[src/rtl/mips_boot_pkg.sv]
// ---------------------------------------------------------------------------
// mips_boot_pkg
// Shared definitions for the instruction-memory boot loader: the loader FSM
// state encoding and the framing constants of the boot byte stream.
// Optional feature macro used by the loader: CHECKSUM_EN.
// ---------------------------------------------------------------------------
package mips_boot_pkg;

    // Length field is two bytes, MSB first
    localparam int LEN_BYTES      = 2;
    // Each instruction word arrives as four bytes, MSB first
    localparam int BYTES_PER_WORD = 4;
    // Width of the optional additive checksum
    localparam int CSUM_W         = 8;

    // Loader states; S_CSUM is only reachable when CHECKSUM_EN is defined
    typedef enum logic [2:0] {
        S_IDLE   = 3'd0,
        S_LEN_HI = 3'd1,
        S_LEN_LO = 3'd2,
        S_DATA   = 3'd3,
        S_CSUM   = 3'd4,
        S_DONE   = 3'd5,
        S_ERR    = 3'd6
    } boot_state_e;

endpackage

[src/rtl/byte_word_packer.sv]
// ---------------------------------------------------------------------------
// byte_word_packer
// Collects stream bytes into big-endian 32-bit words. The first byte of a
// word lands in bits [31:24]. word_valid_o pulses combinationally with the
// fourth byte so the loader can register the write on that same edge.
// Ports:
//   clk, reset      system clock, asynchronous active-high reset
//   clear_i         drop any partially collected word
//   byte_valid_i    a byte is being accepted this cycle
//   byte_i          the byte being accepted
//   word_valid_o    fourth byte of a word is being accepted
//   word_o          completed word (valid with word_valid_o)
// ---------------------------------------------------------------------------
module byte_word_packer
    import mips_boot_pkg::*;
(
    input  logic        clk,
    input  logic        reset,
    input  logic        clear_i,
    input  logic        byte_valid_i,
    input  logic [7:0]  byte_i,
    output logic        word_valid_o,
    output logic [31:0] word_o
);

    logic [1:0]  cnt_q, cnt_d;
    logic [23:0] shift_q, shift_d;

    // Only the three earlier bytes need storing; the fourth is the live input
    assign word_o       = {shift_q, byte_i};
    assign word_valid_o = byte_valid_i && (cnt_q == 2'(BYTES_PER_WORD - 1));

    // Byte counter wraps naturally after the fourth byte, so a finished word
    // leaves the packer ready for the next one without an explicit clear
    always_comb begin
        cnt_d   = cnt_q;
        shift_d = shift_q;
        if (clear_i) begin
            cnt_d   = '0;
            shift_d = '0;
        end else if (byte_valid_i) begin
            cnt_d   = cnt_q + 2'd1;
            shift_d = {shift_q[15:0], byte_i};
        end
    end

    // Counter and shift register state
    always_ff @(posedge clk or posedge reset) begin
        if (reset) begin
            cnt_q   <= '0;
            shift_q <= '0;
        end else begin
            cnt_q   <= cnt_d;
            shift_q <= shift_d;
        end
    end

endmodule

[src/rtl/imem_boot_loader.sv]
// ---------------------------------------------------------------------------
// imem_boot_loader
// Receives a boot image over a byte stream (16-bit word count N, MSB first,
// then N big-endian words) and writes it into the instruction memory from
// word address 0, holding the CPU in reset until the image is complete.
// Optional feature macro: CHECKSUM_EN -- a trailing byte C must make the
// 8-bit sum of all data bytes plus C equal zero, otherwise the load fails.
// Ports:
//   clk, reset          system clock, asynchronous active-high reset
//   s_data/s_valid      stream byte and its valid
//   s_ready             loader accepts a byte this cycle
//   rearm               pulse: restart a load from DONE or ERR
//   mem_we/addr/wdata   instruction memory write port (one-cycle strobe)
//   cpu_hold            high keeps the CPU in reset
//   done / error        load finished / load failed (levels)
// ---------------------------------------------------------------------------
module imem_boot_loader
    import mips_boot_pkg::*;
#(
    parameter int ADDR_W = 8
) (
    input  logic              clk,
    input  logic              reset,
    input  logic [7:0]        s_data,
    input  logic              s_valid,
    output logic              s_ready,
    input  logic              rearm,
    output logic              mem_we,
    output logic [ADDR_W-1:0] mem_addr,
    output logic [31:0]       mem_wdata,
    output logic              cpu_hold,
    output logic              done,
    output logic              error
);

`ifdef CHECKSUM_EN
    localparam boot_state_e S_AFTER_DATA = S_CSUM;
`else
    localparam boot_state_e S_AFTER_DATA = S_DONE;
`endif

    boot_state_e       state_q, state_d;
    logic [15:0]       len_q, len_d;
    logic [ADDR_W-1:0] idx_q, idx_d;
`ifdef CHECKSUM_EN
    logic [CSUM_W-1:0] sum_q, sum_d;
`endif

    logic        byte_fire;
    logic        rearm_fire;
    logic        packer_clear;
    logic        word_valid;
    logic [31:0] word;
    logic [15:0] len_full;
    logic        oversize;
    logic        last_word;

    assign s_ready = (state_q == S_LEN_HI) || (state_q == S_LEN_LO) ||
                     (state_q == S_DATA)   || (state_q == S_CSUM);

    assign byte_fire    = s_valid && s_ready;
    assign rearm_fire   = rearm && ((state_q == S_DONE) || (state_q == S_ERR));
    assign packer_clear = rearm_fire || (state_q == S_IDLE);

    // The length register shifts in each length byte, so during LEN_LO the
    // full count is the stored high byte followed by the live low byte
    assign len_full  = {len_q[7:0], s_data};
    assign oversize  = 32'(len_full) > (32'd1 << ADDR_W);
    assign last_word = (32'(idx_q) + 32'd1) == 32'(len_q);

    byte_word_packer u_packer (
        .clk          (clk),
        .reset        (reset),
        .clear_i      (packer_clear),
        .byte_valid_i (byte_fire && (state_q == S_DATA)),
        .byte_i       (s_data),
        .word_valid_o (word_valid),
        .word_o       (word)
    );

    // Next-state logic: framing FSM plus length, word-index and checksum
    always_comb begin
        state_d = state_q;
        len_d   = len_q;
        idx_d   = idx_q;
`ifdef CHECKSUM_EN
        sum_d   = sum_q;
`endif
        unique case (state_q)
            S_IDLE: state_d = S_LEN_HI;
            S_LEN_HI: begin
                if (byte_fire) begin
                    len_d   = len_full;
                    state_d = S_LEN_LO;
                end
            end
            S_LEN_LO: begin
                if (byte_fire) begin
                    len_d = len_full;
                    idx_d = '0;
`ifdef CHECKSUM_EN
                    sum_d = '0;
`endif
                    if (oversize)
                        state_d = S_ERR;
                    else if (len_full == 16'd0)
                        state_d = S_AFTER_DATA;
                    else
                        state_d = S_DATA;
                end
            end
            S_DATA: begin
`ifdef CHECKSUM_EN
                if (byte_fire)
                    sum_d = sum_q + s_data;
`endif
                if (word_valid) begin
                    idx_d = idx_q + 1'b1;
                    if (last_word)
                        state_d = S_AFTER_DATA;
                end
            end
`ifdef CHECKSUM_EN
            S_CSUM: begin
                if (byte_fire)
                    state_d = (CSUM_W'(sum_q + s_data) == '0) ? S_DONE : S_ERR;
            end
`endif
            S_DONE, S_ERR: begin
                if (rearm) begin
                    state_d = S_LEN_HI;
                    len_d   = '0;
                    idx_d   = '0;
`ifdef CHECKSUM_EN
                    sum_d   = '0;
`endif
                end
            end
            default: state_d = S_IDLE;
        endcase
    end

    // State and counter registers
    always_ff @(posedge clk or posedge reset) begin
        if (reset) begin
            state_q <= S_IDLE;
            len_q   <= '0;
            idx_q   <= '0;
`ifdef CHECKSUM_EN
            sum_q   <= '0;
`endif
        end else begin
            state_q <= state_d;
            len_q   <= len_d;
            idx_q   <= idx_d;
`ifdef CHECKSUM_EN
            sum_q   <= sum_d;
`endif
        end
    end

    // Registered outputs. Status flags follow the state one cycle later, so
    // the CPU is released only after the final memory write has completed;
    // a rearm clears them on the same edge that restarts the load.
    always_ff @(posedge clk or posedge reset) begin
        if (reset) begin
            mem_we    <= 1'b0;
            mem_addr  <= '0;
            mem_wdata <= '0;
            cpu_hold  <= 1'b1;
            done      <= 1'b0;
            error     <= 1'b0;
        end else begin
            mem_we <= word_valid;
            if (word_valid) begin
                mem_addr  <= idx_q;
                mem_wdata <= word;
            end
            cpu_hold <= !((state_q == S_DONE) && !rearm);
            done     <= (state_q == S_DONE) && !rearm;
            error    <= (state_q == S_ERR) && !rearm;
        end
    end

endmodule

[config.mk]
export PLATFORM = sky130hd
export DESIGN_NAME = imem_boot_loader
export DESIGN_NICKNAME = d
export VERILOG_FILES = /design/src/rtl/mips_boot_pkg.sv /design/src/rtl/byte_word_packer.sv /design/src/rtl/imem_boot_loader.sv
export SDC_FILE = /design/constraint.sdc
export NUM_CORES = 1
export LEC_CHECK = 0
export BUFFER_PORTS_ARGS = -buffer_cell sky130_fd_sc_hd__buf_2
export CORE_MARGIN = 10
export CORE_UTILIZATION = 39
export CTS_CLUSTER_SIZE = 12
export DETAILED_ROUTE_END_ITERATION = 6
export HOLD_SLACK_MARGIN = 0.1
export PLACE_DENSITY = 0.65
export SYNTH_ARGS = -nofsm -noshare
export SYNTH_HDL_FRONTEND = slang
export SYNTH_SLANG_ARGS = --single-unit
[constraint.sdc]
create_clock -name clk -period 4.4 [get_ports clk]
set_input_delay 0.44 -clock clk [delete_from_list [all_inputs] [get_ports clk]]
set_output_delay 0.44 -clock clk [all_outputs]
set_load 0.01 [all_outputs]
Yosys cells after proc, flatten, opt, wreduce, memory -nomap -nowiden
Index checks and enable logic that the tools add are counted.

Register bits after elaboration: 97. Input bits: 12. Output and inout port bits: 45. Word-level logic and storage cells: 71.

$add $sub $neg: 3. $lt $le $gt $ge: 1. Eq/ne operators: 14. Muxes and demuxes: 19. Reductions and logical operators: 23.

Operator list (count): $mux W24 (2); $mux W16 (2); $pmux W16 S2 (1); $mux W8 (3); $pmux W8 S3 (1); $mux W3 (7); $eq A9 B16 Y1 (1); $gt A16 B9 Y1 const B (1); $logic_not A16 Y1 (1); $pmux W3 S5 (1); $ne A2 B2 Y1 const B (5); $add A8 B1 Y9 const B (1); $eq A3 B3 Y1 const B (3); $add A8 B1 Y8 const B (1); $eq A3 B2 Y1 const B (2); $logic_and A1 B1 Y1 (6); $logic_or A1 B1 Y1 (5); $reduce_and A5 Y1 (1); $mux W2 (2); $reduce_and A4 Y1 (1); $reduce_bool A2 Y1 (2); $reduce_or A2 Y1 (2); $eq A3 B1 Y1 const B (1); $logic_not A3 Y1 (1); 6 further kinds (7).

Logic depth before layout (Yosys ltp)
Word-level depth: 9. Mapped depth: 9. Gate-level depth less buffers: 6.

Cells and area by module
From an unflattened synthesis, not the netlist that was laid out.

Cells, all modules: 365. Area, all modules: 4381.7 um2.

Modules (own cells, without submodules): imem_boot_loader (instances 1, cells an instance 270, area each 3223.1 um2, sequential area each 1778.0 um2); byte_word_packer (instances 1, cells an instance 95, area each 1158.6 um2, sequential area each 650.6 um2).

Worst setup path after synthesis
No wires, ideal clock.

Path kind: flip-flop to flip-flop. From: reg idx_q[0]. To: reg state_q[1]. Library setup time: 131 ps. Data arrival time: 1973 ps. Setup slack: 2296 ps. Stages on the path, launching flop included: 7. Path buffers: 1. Clock period less this slack: 2104 ps. Cell sequence: dfrtp_1 -> ha_1 -> clkbuf_1 -> nand4_1 -> xnor2_1 -> o41a_1 -> or3_1.

Longest elaborated chain between the ends: 4.

Ends and longest elaborated chain: start, declared (line imem_boot_loader.sv:44) `logic [ADDR_W-1:0] idx_q, idx_d;`; start signal, assigned (line imem_boot_loader.sv:155) `idx_q <= idx_d;`; $add A8 B1 Y9 (line imem_boot_loader.sv:69) `assign last_word = (32'(idx_q) + 32'd1) == 32'(len_q);`; $eq A9 B16 Y1 (line imem_boot_loader.sv:69); $ne A2 B2 Y1 (no line); $reduce_and A5 Y1 (no line); end signal, assigned (line imem_boot_loader.sv:153) `state_q <= state_d;`; end, declared (line imem_boot_loader.sv:42) `boot_state_e state_q, state_d;`.

No other way between the ends. A chain may end at the register's enable or synchronous reset.

Worst setup path after layout
From: reg state_q[2]. To: reg mem_wdata[5].

Longest elaborated chain between the ends: 7. Elaborated cells on any way between the ends: 10. Classes of those cells: eq/ne (4); reduce/logical (6).

Ends and longest elaborated chain: $eq A3 B1 Y1 or $eq A3 B2 Y1 (tied branches) (line imem_boot_loader.sv:58) `assign s_ready = (state_q == S_LEN_HI) || (state_q == S_LEN_LO) ||`; $logic_or A1 B1 Y1 (2 in a row) (line imem_boot_loader.sv:58); $logic_or A1 B1 Y1 (line imem_boot_loader.sv:59) `(state_q == S_DATA) || (state_q == S_CSUM);`; $logic_and A1 B1 Y1 (line imem_boot_loader.sv:61) `assign byte_fire = s_valid && s_ready;`; $logic_and A1 B1 Y1 (*) (line imem_boot_loader.sv:75) `.byte_valid_i (byte_fire && (state_q == S_DATA)),`; $logic_and A1 B1 Y1 (*) (line byte_word_packer.sv:31) `assign word_valid_o = byte_valid_i && (cnt_q == 2'(BYTES_PER_WORD - 1));`; end signal, assigned (line imem_boot_loader.sv:177) `mem_wdata <= word;`; end, declared (line imem_boot_loader.sv:30) `output logic [31:0] mem_wdata,`.

Mark *: on every way between the ends. The rest lies on a longest branch, timed or not.

==> impl_metrics.csv <==
group,metric,value,unit
finish,layout-drive-gt1-share,0.3118,
pwr,internal_power,0.002060,W
sta,period_share,0.5801,
pwr,irDropWorstVdd,0.2844,mV
clock_tree,cts_tree,"built",
die,initial_core_util,0.3974,
pwr,power_leakage,2.345,nW
sta,fin_setup_tns,0,ns
setup_path,cp_max_fo,34,
routing,vias,2973,
pwr,pwr-share-comb,0.353,
die,num_rows,38,
synthesis,synthCells,382,
routing,wl,9549,microns
clock_tree,cts_setup_buffers,0,
finish,final_common_cell,"dfrtp_1",
die,die-area,15650,sq um
sta,max_freq,0.3918,GHz
routing,drtAntennaViolNets,0,
pwr,p_clk_frac,0.181,
grt,gr-max-usage-layer,"met2",
synthesis,synth-seq-cells,97,
synthesis,seq_area_frac_synth,0.5638,
clock_tree,ctsHoldBuffers,0,
clock_tree,cts_root_buf,"clkbuf_8",
grt,use_met3,0.02619,
grt,grt_use_met1,0.1488,
clock_tree,cts-htree-levels,3,
routing,avgViaCountPerCell,5.188,
setup_path,worstSetupEndpointType,"flop",
synthesis,synth.top_cell.area_share,0.5577,
synthesis,synth_area,4308,sq um
sta,period_needed,2.552,ns
clock_tree,insertion_delay,0.38,ns
synthesis,yosys.area.top_type,"dfrtp_1",
pwr,power_density,665.8,nW/um^2
finish,diodes,0,
sta,relSlewSlack,0.4035,
clock_tree,clkTransAtPathRegs,0.09,ns
routing,wire_per_inst,16.66,microns
pwr,p_sw,0.001193,W
grt,grt-ovfl-total,0,
hold_path,hold_path.class,"in -> async",
finish,nFillCells,1051,
routing,initialDrtViolationCount,177,
grt,grtUsageMet2,0.2120,
pwr,power_frac_seq,0.466,
setup_path,start_kind,"flop",
clock_tree,cts.sinks,97,
setup_path,cp.required,4.66,ns
synthesis,synthTopCellsByArea,"dfrtp_1, mux2_2, nand2_1",
setup_path,cp.arrival,2.81,ns
sta,timing_hold_violations_final,0,
routing,drc,0,
place,gp_congestion,0.8224,
status,status,"completed",
pwr,p_sw_frac,0.3667,
place,dp_slack,1.862,ns
synthesis,yosys_warnings,0,
die,dieWidth,125.1,microns
grt,track_usage,0.1258,
clock_tree,post_cts_resized,0,
routing,first_pass_iters,4,
setup_path,worstSetupPathType,"reg -> reg",
sta,hold_slack,0.1945,ns
grt,grt_max_degree,60,
synthesis,avgSynthCellArea,11.28,sq um
grt,antenna_found_initial,0,
sta,timing.final.ws_setup,1.848,ns
finish,syn_to_final_growth,13.42,%
grt,grt_pass1_vias,3153,
clock_tree,cts.path.max_buffers,2,
synthesis,synth_nets,396,
finish,fin_nets,443,
flow_run,maxCapViolCount,0,
die,fp.dieH,125.1,microns
sta,tightest_slew,0.8948,ns
clock_tree,cts_buffers,9,
grt,grt_pass1_wl,16170,microns
die,core_area,10840,sq um
sta,clock_skew,0.01033,ns
finish,layout_common_cells,"dfrtp_1, nand2_1, buf_2",
synthesis,ys_types,44,
sta,rsz0062_at_grt,"false",
die,io_pins,57,
sta,finalSetupViolations,0,
place,port_buffers,56,
place,dp_hpwl,6753,microns
sta,drv_slew,0,
-- worst paths after layout --
check / slack [ns] / end / from / depth (start not counted)
hold reg to reg: 0.50 / mem_wdata[7] / mem_wdata[7] / 1
max in group asynchronous: 3.25 / mem_wdata[23] / reset / 3
min in group clk: 0.33 / u_packer.shift_q[3] / s_data[3] / 3
hold / removal: 0.19 / mem_addr[2] / reset / 2
setup / recovery: 1.85 / mem_wdata[5] / state_q[2] / 6
setup reg to reg: 1.85 / mem_wdata[5] / state_q[2] / 6
-- metal layers --
layer	vias to the layer above	part of all wire	routed length (microns)
li1	1424	-	-
met1	1480	0.43	4093
met2	54	0.51	4895
met3	15	0.034	329
met4	0	0.024	230
met5	-	0	0
-- stage by stage --
step / utilization / power (W) / std cells / cell area [sq um]
5_1_grt: 0.4507 / 0.003507 / 573 / 4886
3_3_place_gp: 0.4324 / 0.002657 / 558 / 4687
2_1_floorplan: - / 0.002309 / 382 / 4308
4_1_cts: 0.4507 / 0.003306 / 573 / 4886
6_report: 0.4507 / 0.003253 / 573 / 4886
3_5_place_dp: 0.4324 / 0.002706 / 558 / 4687
-- critical path, cell delays in order, from the launching register on --
cell and delay [ns]:
dfrtp_1 0.84, nor2b_1 0.22, and3_1 0.24, buf_4 0.22, nand2_2 0.10, buf_4 0.38, mux2_2 0.39
-- power groups by stage --
stage | registers [W] | clock network [W] | logic [W]
2_1_floorplan | 0.00149 | 0 | 0.000816
3_3_place_gp | 0.00152 | 0 | 0.00114
3_5_place_dp | 0.00154 | 0 | 0.00117
4_1_cts | 0.00152 | 0.000613 | 0.00117
5_1_grt | 0.00157 | 0.000651 | 0.00129
6_report | 0.00152 | 0.000589 | 0.00115
-- synthesized netlist by cell type (all sizes together) --
library cell,number
a32oi,1
nor3,7
nand2,64
nand3,7
a21o,5
nand4b,1
o41a,1
ha,2
or3,3
clkbuf,10
a211oi,1
a21oi,32
o21a,2
xor2,6
nand4bb,1
nor2b,17
nor2,5
o22ai,1
nand4,3
o31ai,3
a41oi,1
nand3b,2
and3,1
dfrtp,96
a41o,1
and4,1
a2111oi,2
and2,2
nor4,4
inv,6
o21ai,12
buf,13
mux2,55
xnor2,7
nand2b,2
dfstp,1
o211ai,1
or4,3
-- registers in the layout, summed over array words and instances (netlist names) --
| signal | cells |
|---|---|
| cpu_hold | 1 |
| done | 1 |
| error | 1 |
| idx_q | 8 |
| len_q | 16 |
| mem_addr | 8 |
| mem_wdata | 32 |
| mem_we | 1 |
| state_q | 3 |
| u_packer.cnt_q | 2 |
| u_packer.shift_q | 24 |
-- logic make-up after synthesis --
family                     share of synthesized area
buffers and inverters                        0.02875
xor gates and xnor gates                     0.02643
and+or+nand+nor                               0.1432
adders and majority gates                   0.005808
DFF                                           0.5638
AOI/OAI and AO/OA                            0.08830
muxes                                         0.1438
-- cell type report --
cell class	instances	area (sq um)	share of cell area
clock buffers	10	137.6	0.02817
clock inverters	5	61.31	0.01255
well taps	140	175.2	0.03585
multi-input cells	256	1755	0.3593
flip-flops and latches	97	2429	0.4971
inverters	6	25.02	0.005122
repair buffers	59	302.8	0.06197
No activity file was read; power rests on OpenSTA's default activity.
